--- src/rtl/dbg_pkg.sv ---
// ---------------------------------------------------------------------------
// dbg_pkg
// Shared definitions for the FPGA debug path (parser -> response queue ->
// uart_tx). It holds the drain FSM state type of tx_response_queue and a
// helper that derives the queue pointer width from the queue depth.
// ---------------------------------------------------------------------------
package dbg_pkg;

   // The drain FSM hands one byte at a time to uart_tx.
   typedef enum logic [1:0] {
      ST_IDLE,
      ST_START,
      ST_WAIT_BUSY,
      ST_WAIT_DONE
   } tx_q_state_e;

   // Pointer width for a power-of-two queue depth. Pointers of this width wrap
   // from DEPTH-1 back to 0 on their own.
   function automatic int ptrWidth(input int depth);
      return $clog2(depth);
   endfunction

endpackage

--- src/rtl/tx_response_queue.sv ---
// ---------------------------------------------------------------------------
// tx_response_queue
// Response byte queue that sits between command_parser and uart_tx. The
// parser can burst a multi-byte reply into a circular store. A small FSM then
// drains the store one byte at a time through the tx_start/tx_busy handshake
// of uart_tx.
//
// Ports
//   clk, rst_n      : single clock, asynchronous active-low reset
//   push_data_i     : byte from the parser
//   push_valid_i    : push request; the byte is dropped when the queue is full
//   push_ready_o    : queue not full (combinational from the occupancy)
//   tx_data_o       : byte to uart_tx, held from START until the next pop
//   tx_start        : one-cycle send pulse to uart_tx
//   tx_busy         : uart_tx busy
//   level_o         : current occupancy, 0..DEPTH
//   overflow_o      : sticky flag for a dropped push
//   clr_overflow_i  : clears overflow_o; a new overflow in the same cycle wins
// ---------------------------------------------------------------------------
module tx_response_queue
   import dbg_pkg::*;
#(
   parameter int DATA_WIDTH   = 8,
   parameter int DEPTH        = 16,
   parameter int BUSY_TIMEOUT = 4
) (
   input  logic                       clk,
   input  logic                       rst_n,
   input  logic [DATA_WIDTH-1:0]      push_data_i,
   input  logic                       push_valid_i,
   output logic                       push_ready_o,
   output logic [DATA_WIDTH-1:0]      tx_data_o,
   output logic                       tx_start,
   input  logic                       tx_busy,
   output logic [$clog2(DEPTH):0]     level_o,
   output logic                       overflow_o,
   input  logic                       clr_overflow_i
);

   localparam int PW = ptrWidth(DEPTH);
   localparam int LW = PW + 1;
   localparam int TW = $clog2(BUSY_TIMEOUT + 1);

   logic [DATA_WIDTH-1:0] r_mem [DEPTH];
   logic [PW-1:0]         r_writePtr;
   logic [PW-1:0]         r_readPtr;
   logic [LW-1:0]         r_count;
   logic [TW-1:0]         r_timer;
   logic [DATA_WIDTH-1:0] r_txData;
   logic                  r_txStart;
   logic                  r_overflow;
   tx_q_state_e           r_state;
   tx_q_state_e           w_nextState;
   logic                  w_full;
   logic                  w_empty;
   logic                  w_push;
   logic                  w_drop;
   logic                  w_pop;

   // A full queue refuses pushes. A pop in the same cycle does not free a
   // slot early, so a push while full is always dropped.
   assign w_full  = (r_count == LW'(DEPTH));
   assign w_empty = (r_count == '0);
   assign w_push  = push_valid_i & ~w_full;
   assign w_drop  = push_valid_i & w_full;

   assign push_ready_o = ~w_full;
   assign tx_data_o    = r_txData;
   assign tx_start     = r_txStart;
   assign level_o      = r_count;
   assign overflow_o   = r_overflow;

   // Storage array. It has no reset: entries are only read after being
   // written, and a reset flush only has to clear the pointers and the count.
   always_ff @(posedge clk) begin
      if (w_push) begin
         r_mem[r_writePtr] <= push_data_i;
      end
   end

   // The drain FSM pops only from IDLE, and only while uart_tx is idle. This
   // way tx_start can never land on a busy UART. WAIT_BUSY gives up after
   // BUSY_TIMEOUT cycles so that a UART that never answers cannot deadlock
   // the queue.
   always_comb begin
      w_nextState = r_state;
      w_pop       = 1'b0;
      case (r_state)
         ST_IDLE: begin
            if (!w_empty && !tx_busy) begin
               w_pop       = 1'b1;
               w_nextState = ST_START;
            end
         end
         ST_START: begin
            w_nextState = ST_WAIT_BUSY;
         end
         ST_WAIT_BUSY: begin
            if (tx_busy) begin
               w_nextState = ST_WAIT_DONE;
            end else if (r_timer == '0) begin
               w_nextState = ST_IDLE;
            end
         end
         ST_WAIT_DONE: begin
            if (!tx_busy) begin
               w_nextState = ST_IDLE;
            end
         end
         default: begin
            w_nextState = ST_IDLE;
         end
      endcase
   end

   // The state register and the busy timeout. The timer is loaded in START
   // with BUSY_TIMEOUT-1. WAIT_BUSY therefore lasts BUSY_TIMEOUT cycles, and
   // it leaves on the cycle that sees the timer at zero.
   always_ff @(posedge clk or negedge rst_n) begin
      if (!rst_n) begin
         r_state <= ST_IDLE;
         r_timer <= '0;
      end else begin
         r_state <= w_nextState;
         if (r_state == ST_START) begin
            r_timer <= TW'(BUSY_TIMEOUT - 1);
         end else if (r_state == ST_WAIT_BUSY && r_timer != '0) begin
            r_timer <= r_timer - TW'(1);
         end
      end
   end

   // Pointers and occupancy. When a push and a pop happen in the same cycle,
   // the count stays the same. A pop never happens on an empty queue, so the
   // count cannot underflow. A push never happens on a full queue, so the
   // count cannot overflow.
   always_ff @(posedge clk or negedge rst_n) begin
      if (!rst_n) begin
         r_writePtr <= '0;
         r_readPtr  <= '0;
         r_count    <= '0;
      end else begin
         if (w_push) begin
            r_writePtr <= r_writePtr + PW'(1);
         end
         if (w_pop) begin
            r_readPtr <= r_readPtr + PW'(1);
         end
         case ({w_push, w_pop})
            2'b10:   r_count <= r_count + LW'(1);
            2'b01:   r_count <= r_count - LW'(1);
            default: r_count <= r_count;
         endcase
      end
   end

   // Output registers. The byte is captured on the pop itself, so it is
   // stable from the START cycle until the next pop. tx_start is high during
   // the cycle right after a pop, which is exactly the START state.
   always_ff @(posedge clk or negedge rst_n) begin
      if (!rst_n) begin
         r_txData   <= '0;
         r_txStart  <= 1'b0;
         r_overflow <= 1'b0;
      end else begin
         r_txStart <= w_pop;
         if (w_pop) begin
            r_txData <= r_mem[r_readPtr];
         end
         if (w_drop) begin
            r_overflow <= 1'b1;
         end else if (clr_overflow_i) begin
            r_overflow <= 1'b0;
         end
      end
   end

endmodule
--- config.mk ---
export PLATFORM = sky130hd
export DESIGN_NAME = tx_response_queue
export DESIGN_NICKNAME = d
export VERILOG_FILES = /design/src/rtl/dbg_pkg.sv /design/src/rtl/tx_response_queue.sv
export SDC_FILE = /design/constraint.sdc
export NUM_CORES = 1
export LEC_CHECK = 0
export BUFFER_PORTS_ARGS = -buffer_cell sky130_fd_sc_hd__buf_2
export CORE_ASPECT_RATIO = 1.1
export CORE_MARGIN = 4
export CORE_UTILIZATION = 35
export CTS_CLUSTER_SIZE = 10
export DETAILED_ROUTE_END_ITERATION = 6
export HOLD_SLACK_MARGIN = 0.06
export SYNTH_ARGS = -nofsm -noshare
export SYNTH_HDL_FRONTEND = slang
export SYNTH_SLANG_ARGS = --single-unit
--- constraint.sdc ---
create_clock -name clk -period 7.95 [get_ports clk]
set_input_delay 1.59 -clock clk [delete_from_list [all_inputs] [get_ports clk]]
set_output_delay 1.59 -clock clk [all_outputs]
set_load 0.01 [all_outputs]
# Yosys cells after proc, flatten, opt, wreduce, memory -nomap -nowiden
# Memories as Yosys holds them, arrays and structs flattened. A register that Yosys moved wholly into a read port is not among the register bits.
# Index checks and enable logic that the tools add are counted.
# totals
in_bits,13
ff_bits,20
mem_bits_rw,128
memories,1
wordCells,52
rom_bits,0
latchBits,0
# memory_table
memory,depth,width,rd,rd_clocked_by_memory_dff,write_ports,line_no,source
r_mem,16,8,1,1,1,tx_response_queue.sv:44,logic [DATA_WIDTH-1:0] r_mem [DEPTH];
# op_classes
multipliers,0
n_reduce_logical,13
bitwise,3
div_mod_pow,0
shift,0
eq_ne,9
n_lt_le_gt_ge,0
n_addsub,5
n_mux,14
# op_table
operator,count
5-bit case mux with 2 select lines,1
"4-bit by 1-bit adder with 4-bit output, second input constant",2
2-bit 2-to-1 mux,4
2-bit case mux with 4 select lines,1
"2-bit equality test, second input constant",3
1-bit 2-to-1 mux,6
3-bit 2-to-1 mux,2
2-bit nonzero test,3
"5-bit by 1-bit adder with 5-bit output, second input constant",1
"5-bit equality test, second input constant",1
5-bit zero test,1
"5-bit by 1-bit subtractor with 5-bit output, second input constant",1
"2-bit by 1-bit equality test with 1-bit output, second input constant",2
"2-bit inequality test, second input constant",2
1-bit zero test,3
3-bit zero test,1
"3-bit inequality test, second input constant",1
3-bit AND reduction,1
3-bit nonzero test,1
"3-bit by 1-bit subtractor with 3-bit output, second input constant",1
1-bit bitwise AND,2
1-bit logical AND,2
2-bit zero test,1
1-bit inverter,1

# Longest topological paths before layout
# Gate-level depths: netlist of the first run.
# logic_depth
word_depth,7
mapped_depth,12

# Worst setup path before layout of the first run
# OpenSTA, ideal clock, no wires.
# synth_path
path_kind,input port to flip-flop
start,input tx_busy
end,"register r_count[4], in the netlist level_o[4]"
path_stages,11
arrival_time_ns,3.571
setup_ns,0.137
path_slack_ns,4.243
required_ns,7.813
path_buffers,2
path_cell_list,nor3_1 -> o21a_4 -> buf_4 -> ha_1 -> clkbuf_1 -> xor2_1 -> ha_1 -> inv_1 -> a32oi_1 -> a31oi_1 -> xor2_1
# synth_via
elab_chain_cells,6
# synth_rtl
item,line_no,source
"start, declared",tx_response_queue.sv:34,"input logic tx_busy,"
1-bit zero test *,--,
1-bit logical AND *,tx_response_queue.sv:90,if (!w_empty && !tx_busy) begin
1-bit 2-to-1 mux *,tx_response_queue.sv:90,
1-bit 2-to-1 mux *,tx_response_queue.sv:88,case (r_state)
named net w_pop,tx_response_queue.sv:58,logic w_pop;
2-bit by 1-bit equality test with 1-bit output / 2-bit equality test (equally long branches),tx_response_queue.sv:149,"case ({w_push, w_pop})"
5-bit case mux with 2 select lines / 2-bit nonzero test (equally long branches),--,
"end signal, assigned",tx_response_queue.sv:150,2'b10: r_count <= r_count + LW'(1);
"end signal, assigned",tx_response_queue.sv:151,2'b01: r_count <= r_count - LW'(1);
"end signal, assigned",tx_response_queue.sv:152,default: r_count <= r_count;
"end, declared",tx_response_queue.sv:47,logic [LW-1:0] r_count;
# The timed path passes the listed nets; every way through them passes the cells marked *.
# A chain may end at the register's enable or synchronous reset.

# Worst setup path in the final report of the first run
# layout_path
start,input tx_busy
end,"register r_count[4], in the netlist level_o[4]"
# layout_via
elab_chain_cells,6
# layout_rtl
item,line_no
1-bit zero test *,--
1-bit logical AND *,tx_response_queue.sv:90
1-bit 2-to-1 mux *,tx_response_queue.sv:90
1-bit 2-to-1 mux *,tx_response_queue.sv:88
2-bit by 1-bit equality test with 1-bit output / 2-bit equality test (equally long branches),tx_response_queue.sv:149
5-bit case mux with 2 select lines / 2-bit nonzero test (equally long branches),--
# Mark *: on every way between the ends. The rest lies on a longest branch, timed or not.

==> out/qor.yml, run 1 <==
drv_slew: 0
synth_area_leader_cell: "edfxtp_1"
grt_max_degree: 36
postCtsResizedCells: 0
holdPathStages: 1
cts_tree: "done"
powerDensity_mw_per_mm2: 356
cpLargestDelayFamily: "compound AO/OA/AOI/OAI gates"
clock_sinks: 156
htree_levels: 4
worstPathRequired_ns: 8.24
hp-start: "r_timer[1]$_DFFE_PN0P_"
dp_cells: 593
synth-seq-cells: 156
synth-seq-area-share_pct: 72.0
cap_violations: 0
antenna_found_initial: 0
clk_pin_slew_worst_paths_ns: 0.06
diodes: 0
p_int_mw: 1.75
met1_usage_pct: 17.0
cp.arrival_ns: 3.81
place.gp.congestion: 0.760
r2r_cells: 10
min_period_ns: 3.52
path_class: "in -> reg"
die-area_mm2: 0.0203
synth.avg_cell_area_um2: 18.5
hold_buffers: 0
synth_cell_type_count: 39
fp.dieW_um: 136
ys_warn_count: 0
clock_skew_ns: 0.00623
postCtsSetupBuffers: 0
port_buffers: 28
ant_nets: 0
synth-edff-count: 128
nNetsFinal: 397
die_h_um: 149
syn_nets: 365
p_sw_uw: 806
rsz0062_at_grt: "false"
async_reset_ff_share_pct: 17.9
synth_commonest_cells: "edfxtp_1 (128), mux4_2 (30), dfrtp_1 (28)"
grt_pass1_wl_mm: 19.4
synth_area_mm2: 0.00631
syn2layout_area_growth_pct: 13.9
grt_pass1_vias: 3358
clkPwrFrac_pct: 27.8
startpoint_type: "input pin"
dp_hpwl_mm: 7.76
clockBufferDepth: 2
outcome: "finished, final reports clean"
cp-end-kind: "flop"
globalRouteMet3Util_pct: 3.58
use_met2_pct: 21.0
fin_crit_sh_pct: 44.3
p_sw_share_pct: 31.5
design.portCount: 29
core.rowCount: 51
timing.rr.start: "level_o[2]$_DFFE_PN0P_"
core_area_mm2: 0.0177
synthFlopType: "edfxtp_1"
worstMarginPinSlew_ns: 0.882
fin_tns_setup_ns: 0
hold_path.class: "reg -> reg"
seqPwrFrac_pct: 45.5
root_buffer: "clkbuf_16"
cp.depth: 10
drive_above_1_share_pct: 27.9
critPathSlowestCell: "nor3_1"
setup_viol: 0
worstPathMaxFanout: 24
drtPass1Iterations: 4
drt_iter0_drc: 154
crit_start: "tx_busy"
p_leak_nw: 2.42
max_clock_freq_mhz: 284
synth_area_leaders: "edfxtp_1 (61%), dfrtp_1 (11%), mux4_2 (11%), ha_1 (2.0%), mux2_2 (1.8%)"
final_core_util_pct: 40.5
grt_busiest_layer: "met2"
vias_per_cell: 5.05
overflow: 0
drcViolationCount: 0
pwr-share-comb_pct: 26.6
slowest_delay_ns: 0.42
vias: 3154
crit_buf_inv: 2
n_fill_cell: 1624
drt-total-wl_mm: 12.2
yosysTopAreaCellShare_pct: 60.9
path_cells: "buf_2 > nor3_1 > o21a_4 > ha_1 > xor2_1 > ha_1 > inv_1 > a32oi_1 > a31oi_1 > xor2_1"
relSlewSlack_pct: 41.2
numCtsBuffers: 17
insertion_delay_ns: 0.42
wl_per_cell_um: 19.5
final_cell_count_no_fill: 625
synthMostInstantiatedCell: "edfxtp_1"
initial_core_util_pct: 35.6
max-vdd-ir-drop_uv: 162
report.final.hold_viol_count: 0
synthCells: 342
grt_usage_pct: 13.2
==> worst reg2reg max path, stage by stage, from the launching register on <==
cell and delay (ns):
dfrtp_1 0.48, nor4_1 0.57, a21boi_2 0.27, inv_1 0.14, ha_1 0.37, xor2_1 0.18
ha_1 0.22, inv_1 0.05, a32oi_1 0.18, a31oi_1 0.12, xor2_1 0.15
==> state kept, by name (all words and copies together), names as in the netlist <==
register	cells
overflow_o	1
tx_data_o	8
r_state	2
level_o	5
r_readPtr	4
r_timer	3
tx_start	1
r_mem	128
r_writePtr	4
==> cells by family after synthesis <==
family / after synthesis / share of synthesized area, %
compound gates: 44 / 4.68
xor+xnor: 13 / 1.80
mux: 43 / 13.5
fa+ha+maj: 10 / 1.98
buf+inv: 28 / 2.44
flops: 156 / 72.0
simple gates: 48 / 3.63
==> layout make-up <==
class                      instances  area, um^2  share of cell area, %
multi-input combinational        158        1610                   22.4
timing repair buffer              33         178                   2.47
clock buffer                      17         425                   5.92
clock inverter                    15        98.8                   1.37
tap                              238         298                   4.14
inverter                           8        30.0                  0.418
sequential                       156        4550                   63.2
==> power groups by stage <==
| stage | combinational (mW) | sequential [mW] | clock, mW |
|---|---|---|---|
| 3_5_place_dp | 0.694 | 1.18 | 0 |
| 2_1_floorplan | 0.577 | 1.10 | 0 |
| 4_1_cts | 0.696 | 1.17 | 0.728 |
| 6_report | 0.682 | 1.17 | 0.713 |
| 3_3_place_gp | 0.682 | 1.18 | 0 |
| 5_1_grt | 0.750 | 1.19 | 0.765 |
==> per-layer routing <==
layer	share of wire, %	wire, um
met1	44	5320
met2	49	6000
met3	4.7	573
met4	2.5	309
met5	0	0
==> path summary, 6_finish.rpt <==
path                       slack, ns                       end
min reg2reg                     0.51    r_timer[1]$_DFFE_PN0P_
max reg2reg                     5.11    level_o[4]$_DFFE_PN0P_
min                             0.51    r_timer[1]$_DFFE_PN0P_
max in group asynchronous       6.28  r_readPtr[1]$_DFFE_PN0P_
max                             4.43    level_o[4]$_DFFE_PN0P_
min in group asynchronous       1.20    level_o[1]$_DFFE_PN0P_
==> cells in the final DEF (no fill, tap or decap), types with 2 or more instances in the layout <==
cell type,Yosys,layout
nand2_1,9,9
dfrtp_1,28,26
clkinv_2,0,2
xor2_1,7,7
o22a_1,2,2
o21ai_0,4,4
edfxtp_1,128,128
buf_2,3,28
clkinvlp_4,0,4
clkbuf_16,0,17
nand2b_1,3,3
buf_4,2,5
clkinv_1,0,4
mux4_2,30,30
nor2b_1,2,2
dfrtp_2,0,2
clkinv_4,0,2
mux4_1,2,2
nand4_1,2,2
o22ai_1,17,17
inv_1,8,8
ha_1,10,10
nor2_1,19,19
inv_6,0,3
nor3_1,6,6
a21oi_1,13,13
xnor2_1,6,6
nand3_1,2,2
mux2_2,10,10
==> through the flow <==
step	area, um^2	hold WS, ns	worst slack (ns)	power [mW]
floorplan	6310	0.483	4.24	1.68
global placement	6670	0.500	4.07	1.86
detailed placement	6670	0.506	3.98	1.88
CTS	7190	0.519	4.43	2.59
global route	7190	0.551	4.23	2.70
finish	7190	0.514	4.43	2.56
(Power assumes the default switching activity.)
==> run 2: changes to the inputs <==
--- a/config.mk
+++ b/config.mk
@@ -5,6 +5,7 @@
 export SDC_FILE = /design/constraint.sdc
 export NUM_CORES = 1
 export LEC_CHECK = 0
+export ABC_AREA = 1
 export BUFFER_PORTS_ARGS = -buffer_cell sky130_fd_sc_hd__buf_2
 export CORE_ASPECT_RATIO = 1.1
 export CORE_MARGIN = 4
==> constraint.sdc (replaced) <==
create_clock -name clk -period 2.9 [get_ports clk]
set_input_delay 0.58 -clock clk [delete_from_list [all_inputs] [get_ports clk]]
set_output_delay 0.58 -clock clk [all_outputs]
set_load 0.01 [all_outputs]
==> run 2 against run 1 <==
Net effect:
- worst setup slack got worse by 4.0 ns
- critical path depth rose by 3
- hold slack got worse by 0.33 ns
- via count is 48% higher
- critical endpoint unchanged
- design area is 12% higher
- synthesized cell count grew 110%
- highest routed layer unchanged
- largest power group unchanged
==> out/qor.yml, run 2 <==
async_reset_ff_share_pct: 17.9  # unchanged
ant_nets: 0  # unchanged
syn2layout_area_growth_pct: 13.8  # about the same
drtPass1Iterations: 5  # +1
synth_cell_type_count: 27  # -31%
grt_pass1_wl_mm: 24.8  # +28%
multi_input_area_mm2: 0.00184  # +14%
yosys.area_share.simple_pct: 21.8  # +18 points
dp_hpwl_mm: 9.96  # +28%
postCtsResizedCells: 0  # unchanged
placed_cell_area_mm2: 0.00748  # +12%
grt_pass1_vias: 4509  # +34%
relSlewSlack_pct: 48.2  # +7.0 points
postCtsSetupBuffers: 0  # unchanged
synthFlopType: "edfxtp_1"
cts_tree: "done"
grt_busiest_layer: "met2"
min_period_ns: 2.43
drt-total-wl_mm: 15.6  # +28%
grt_usage_pct: 14.6  # +1.4 points
worstPathMaxFanout: 15  # -38%
p_leak_nw: 3.60  # +48%
nNetsFinal: 767  # +93%
outcome: "finished, final reports clean"
hold_path.class: "in -> async"
diodes: 0  # unchanged
r2r_cells: 13  # +3
cap_violations: 0  # unchanged
root_buffer: "clkbuf_16"
port_buffers: 28  # unchanged
worstPathRequired_ns: 3.20  # -5.04 ns
drv_slew: 0  # unchanged
yosysTopAreaCellShare_pct: 54.3  # -6.6 points
fp.dieW_um: 144  # +5.5%
synth.avg_cell_area_um2: 10.0  # -46%
synth-seq-cells: 156  # unchanged
yosys.area_share.adder_pct: 1.77  # -0.21 points
synth-edff-count: 128  # unchanged
drive_above_1_share_pct: 11.9  # -16 points
max-vdd-ir-drop_uv: 473  # +190%
mostFrequentLayoutCell: "nand2_1"
synth_commonest_cells: "nand2_1 (227), edfxtp_1 (128), inv_1 (121)"
antenna_found_initial: 0  # unchanged
rsz0062_at_grt: "false"
synthCells: 706  # +110%
powerDensity_mw_per_mm2: 980  # +180%
setup_viol: 0  # unchanged
syn_nets: 729  # +100%
max_clock_freq_mhz: 411
synth_compound_area_share_pct: 1.18  # -3.5 points
largest_reg_flops: 128  # unchanged
synthMuxAreaShare_pct: 0  # -13 points
use_met2_pct: 25.1  # +4.0 points
synth_area_leader_cell: "edfxtp_1"
post-place-ws_ns: 0.287  # -3.69 ns
clk_pin_slew_worst_paths_ns: 0.06  # about the same
final_core_util_pct: 40.6  # about the same
drt_iter0_drc: 337  # +120%
seq_area_mm2: 0.00455  # about the same
timing.rr.start: "r_state[1]$_DFFE_PN0P_"
finalInstanceArea_mm2: 0.00806  # +12%
ys_warn_count: 0  # unchanged
initial_core_util_pct: 35.6  # +0.043 points
reg2reg_slack_ns: 0.47  # -4.64 ns
report.final.hold_viol_count: 0  # unchanged
core_area_mm2: 0.0199  # +12%
hold_slack_ns: 0.187  # -0.328 ns
yosys.area_share.xor_xnor_pct: 1.24  # -0.57 points
clock_sinks: 156  # unchanged
startpoint_type: "flop"
setup_ws_ns: 0.466  # -3.96 ns
synth_area_leaders: "edfxtp_1 (54%), nand2_1 (12%), dfrtp_1 (9.9%), nand3_1 (7.3%), inv_1 (6.4%)"
globalRouteMet3Util_pct: 2.37  # -1.2 points
die-area_mm2: 0.0226  # +11%
largest_register: "r_mem"
final_cell_mix: "nand2_1 (227), edfxtp_1 (128), inv_1 (121)"
met1_usage_pct: 18.2  # +1.2 points
grt_max_degree: 66  # +83%
dp_cells: 977  # +65%
synth_top_family_by_area: "simple AND/OR/NAND/NOR gates"
design.portCount: 29  # unchanged
path_class: "reg -> reg"
insertion_delay_ns: 0.42  # about the same
final_cell_count_no_fill: 1007  # +61%
die_h_um: 157  # +5.6%
vias: 4655  # +48%
overflow: 0  # unchanged
synthMostInstantiatedCell: "nand2_1"
power.total_mw: 7.90  # +210%
fin_crit_sh_pct: 83.9
synth-seq-area-share_pct: 64.2  # -7.8 points
cp.arrival_ns: 2.74  # -1.07 ns
core.rowCount: 54  # +5.9%
fin_tns_setup_ns: 0  # unchanged
hold_buffers: 0  # unchanged
numCtsBuffers: 17  # unchanged
clock_skew_ns: 0.0139  # +0.00771 ns
n_fill_cell: 1964  # +21%
place.gp.congestion: 0.819  # +7.9%
htree_levels: 4  # unchanged
regToRegEndpoint: "level_o[4]$_DFFE_PN0P_"
vias_per_cell: 4.62  # -8.4%
synth_area_mm2: 0.00708  # +12%
drcViolationCount: 0  # unchanged
clockBufferDepth: 2  # unchanged
cp-end-kind: "flop"
worstMarginPinSlew_ns: 0.775  # -0.108 ns
wl_per_cell_um: 15.5  # -21%
## run 2: cell count changes in the layout (fill, tap and decap cells not counted), sizes merged, moves of 4 or more
cell / before / now
nand2: 9 / 229
inv: 11 / 128
nand3: 2 / 104
mux4: 32 / 0
o22ai: 17 / 2
buf: 33 / 47
a21oi: 13 / 1
nor2: 19 / 8
mux2: 10 / 0
nor3: 6 / 14
o21ai: 4 / 11
xnor2: 6 / 2
## run 2: worst max-delay path by stage
stage                            from                     end  slack, ns  cells past startpoint
2_1_floorplan  level_o[2]$_DFFE_PN0P_  level_o[4]$_DFFE_PN0P_       0.57                     17
3_3_place_gp                  tx_busy  level_o[4]$_DFFE_PN0P_       0.41                     14
3_5_place_dp                  tx_busy  level_o[4]$_DFFE_PN0P_       0.29                     14
4_1_cts        r_state[1]$_DFFE_PN0P_  level_o[4]$_DFFE_PN0P_       0.45                     13
5_1_grt        level_o[3]$_DFFE_PN0P_  level_o[4]$_DFFE_PN0P_       0.16                     15
6_report       r_state[1]$_DFFE_PN0P_  level_o[4]$_DFFE_PN0P_       0.47                     13
## run 2: kinds of logic after synthesis
logic type / Yosys count
buf+inv: 156
xor+xnor: 10
flops: 156
simple gates: 359
fa+ha+maj: 10
compound gates: 15
## run 2: cell type report
class	count	share of cell area (%)
inverters	128	5.96
flip-flops and latches	156	56.4
clock inverters	12	1.85
multi-input cells	394	22.9
well taps	252	3.91
clock buffers	18	5.33
repair buffers	47	3.67
## run 2: worst max-delay path: stages, from the launching register on
cell and delay (ns):
dfrtp_1 0.41, nor2_1 0.23, nand3_4 0.18, inv_2 0.23
ha_1 0.34, xor2_1 0.24, ha_1 0.19, a21oi_1 0.05
nor2_1 0.15, nand2_1 0.08, nand3_1 0.07, nand2_1 0.05
nand2_1 0.05, nand2_1 0.05
## run 2: metal layers
layer | share of wire, % | wire length, um
met5 | 0 | 0
met4 | 2.9 | 452
met3 | 3.2 | 496
met2 | 51 | 7920
met1 | 43 | 6740
## run 2: where the power goes
group	internal (mW)	total (mW)	switching, mW
Combinational	0.862	2.74	1.88
Clock	1.34	2.18	0.844
Sequential	2.79	2.97	0.188
==> run 3: changes to the inputs <==
==> constraint.sdc (replaced) <==
create_clock -name clk -period 2.24 [get_ports clk]
set_input_delay 0.448 -clock clk [delete_from_list [all_inputs] [get_ports clk]]
set_output_delay 0.448 -clock clk [all_outputs]
set_load 0.01 [all_outputs]
==> run 3 against run 2 <==
Net effect:
- via count increased by 0.24%
- first-iteration DRC count shrank 1.8%
- register-to-register slack got worse by 0.26 ns
- clock skew shrank 0.0046 ns
- fmax rose by 20%
- critical endpoint unchanged
- largest cell class unchanged
==> out/qor.yml, run 3 (synthesized netlist as in run 2, its figures left out) <==
outcome: "finished, final reports clean"
largest_reg_flops: 128  # unchanged
numCtsBuffers: 17  # unchanged
fin_crit_sh_pct: 90.8  # +6.9 points
dp_hpwl_mm: 10.1  # +1.3%
relSlewSlack_pct: 56.5  # +8.3 points
postCtsSetupBuffers: 0  # unchanged
p_leak_nw: 3.66  # +1.7%
cpLargestDelayFamily: "simple AND/OR/NAND/NOR gates"
grt_usage_pct: 14.6  # +0.022 points
largest_register: "r_mem"
final_core_util_pct: 41.2  # +0.62 points
path_cells: "nor2_4 > nand4_4 > nand3_4 > inv_2 > ha_4 > xor2_2 > ha_2 > a21oi_2 > nor2_1 > nand2_1 > nand2_1 > nand2_1 > nand2_1 > nand2_1 > nand2_1"
postCtsResizedCells: 0  # unchanged
wl_per_cell_um: 15.3  # -1.1%
drt_iter0_drc: 331  # -1.8%
drive_above_1_share_pct: 13.7  # +1.8 points
core.rowCount: 54  # unchanged
insertion_delay_ns: 0.41  # about the same
worstPathRequired_ns: 2.55  # -0.65 ns
drcViolationCount: 0  # unchanged
cap_violations: 0  # unchanged
worstMarginPinSlew_ns: 0.650  # -0.125 ns
crit_buf_inv: 1  # unchanged
max_clock_freq_mhz: 491  # +20%
cp.arrival_ns: 2.34  # -0.40 ns
cts_tree: "done"
worstPathMaxFanout: 5  # -10
cp-end-kind: "flop"
fp.dieW_um: 144  # unchanged
vias_per_cell: 4.58  # -0.85%
antenna_found_initial: 0  # unchanged
max-vdd-ir-drop_uv: 590  # +25%
power.total_mw: 10.2  # +30%
overflow: 0  # unchanged
grt_max_degree: 42  # -36%
startpoint_type: "flop"
diodes: 0  # unchanged
root_buffer: "clkbuf_16"
place.gp.congestion: 0.824  # +0.60%
hold_buffers: 1  # +1
clockBufferDepth: 2  # unchanged
slowest_delay_ns: 0.45  # +0.04 ns
mostFrequentLayoutCell: "nand2_1"
drtPass1Iterations: 4  # -1
port_buffers: 28  # unchanged
setup_viol: 0  # unchanged
core_area_mm2: 0.0199  # unchanged
cpMostUsedCell: "nand2_1"
hold_path.class: "in -> reg"
initial_core_util_pct: 35.6  # unchanged
drv_slew: 0  # unchanged
clock_sinks: 156  # unchanged
die-area_mm2: 0.0226  # unchanged
nNetsFinal: 776  # +1.2%
clk_pin_slew_worst_paths_ns: 0.06  # about the same
grt_pass1_wl_mm: 24.9  # +0.56%
die_h_um: 157  # unchanged
post-place-ws_ns: 0.198  # -0.0892 ns
min_period_ns: 2.03  # -0.399 ns
vias: 4666  # +0.24%
design.portCount: 29  # unchanged
report.final.hold_viol_count: 0  # unchanged
powerDensity_mw_per_mm2: 1250  # +28%
syn2layout_area_growth_pct: 15.6
setup_ws_ns: 0.205  # -0.261 ns
path_class: "reg -> reg"
drt-total-wl_mm: 15.6  # about the same
critPathSlowestCell: "dfrtp_2"
ant_nets: 0  # unchanged
fin_tns_setup_ns: 0  # unchanged
rsz0062_at_grt: "false"
grt_pass1_vias: 4526  # +0.38%
final_cell_mix: "nand2_1 (227), edfxtp_1 (128), inv_1 (121)"
clock_skew_ns: 0.00932  # -0.00462 ns
htree_levels: 4  # unchanged
-- run 3: changes by cell type in the layout (fill, tap and decap cells not counted), sizes merged --
cell | previous run | this run
buf | 47 | 55
clkinvlp | 4 | 0
bufinv | 3 | 0
clkbuf | 18 | 21
clkinv | 5 | 8
inv | 128 | 131
dlygate4sd3 | 0 | 1
-- run 3: per-stage QoR --
| stage | cells | area (um^2) | hold WS, ns |
|---|---|---|---|
| final | 1018 | 8180 | 0.258 |
| after global routing | 1018 | 8180 | 0.253 |
| after CTS | 1018 | 8180 | 0.237 |
| after detailed placement | 985 | 7590 | 0.462 |
| after global placement | 985 | 7590 | 0.462 |
| after floorplan | 706 | 7140 | 0.152 |
-- run 3: metal layers --
layer | routed length [um] | part of all wire, % | vias up | track usage [%]
met2 | 7800 | 50 | 94 | 24.5
met3 | 665 | 4.3 | 28 | 2.04
met4 | 393 | 2.5 | 0 | 6.77
li1 | - | - | 2363 | -
met5 | 0 | 0 | - | 0
met1 | 6750 | 43 | 2181 | 18.7
-- run 3: final cells by class --
cell class | count | area [um^2]
multi-input cells | 394 | 1890
inverters | 128 | 480
fillers | 1913 | 11700
repair buffers | 56 | 365
flip-flops and latches | 156 | 4550
clock inverters | 11 | 76.3
clock buffers | 21 | 504
well taps | 252 | 315
-- run 3: power by group --
| group | switching [mW] | total (mW) | internal [mW] |
|---|---|---|---|
| logic | 2.45 | 3.63 | 1.18 |
| clock network | 1.14 | 2.76 | 1.62 |
| registers | 0.244 | 3.85 | 3.61 |
-- run 3: path summary, 6_finish.rpt --
path,start,endpoint,slack (ns),depth (start not counted)
max reg2reg,level_o[0]$_DFFE_PN0P_,level_o[4]$_DFFE_PN0P_,0.21,15
min in group asynchronous,rst_n,tx_data_o[7]$_DFFE_PN0P_,0.59,2
min,clr_overflow_i,overflow_o$_DFFE_PN0P_,0.26,2
max in group asynchronous,rst_n,level_o[0]$_DFFE_PN0P_,1.20,2
min reg2reg,tx_data_o[1]$_DFFE_PN0P_,tx_data_o[1]$_DFFE_PN0P_,0.47,2
max,level_o[0]$_DFFE_PN0P_,level_o[4]$_DFFE_PN0P_,0.21,15
-- run 3: worst register-to-register path, cell delays in order, from the launching register on --
cell and delay, ns:
dfrtp_2 0.45, nor2_4 0.17, nand4_4 0.11, nand3_4 0.10
inv_2 0.05, ha_4 0.18, xor2_2 0.19, ha_2 0.19
a21oi_2 0.11, nor2_1 0.06, nand2_1 0.08, nand2_1 0.05
nand2_1 0.05, nand2_1 0.04, nand2_1 0.05, nand2_1 0.04
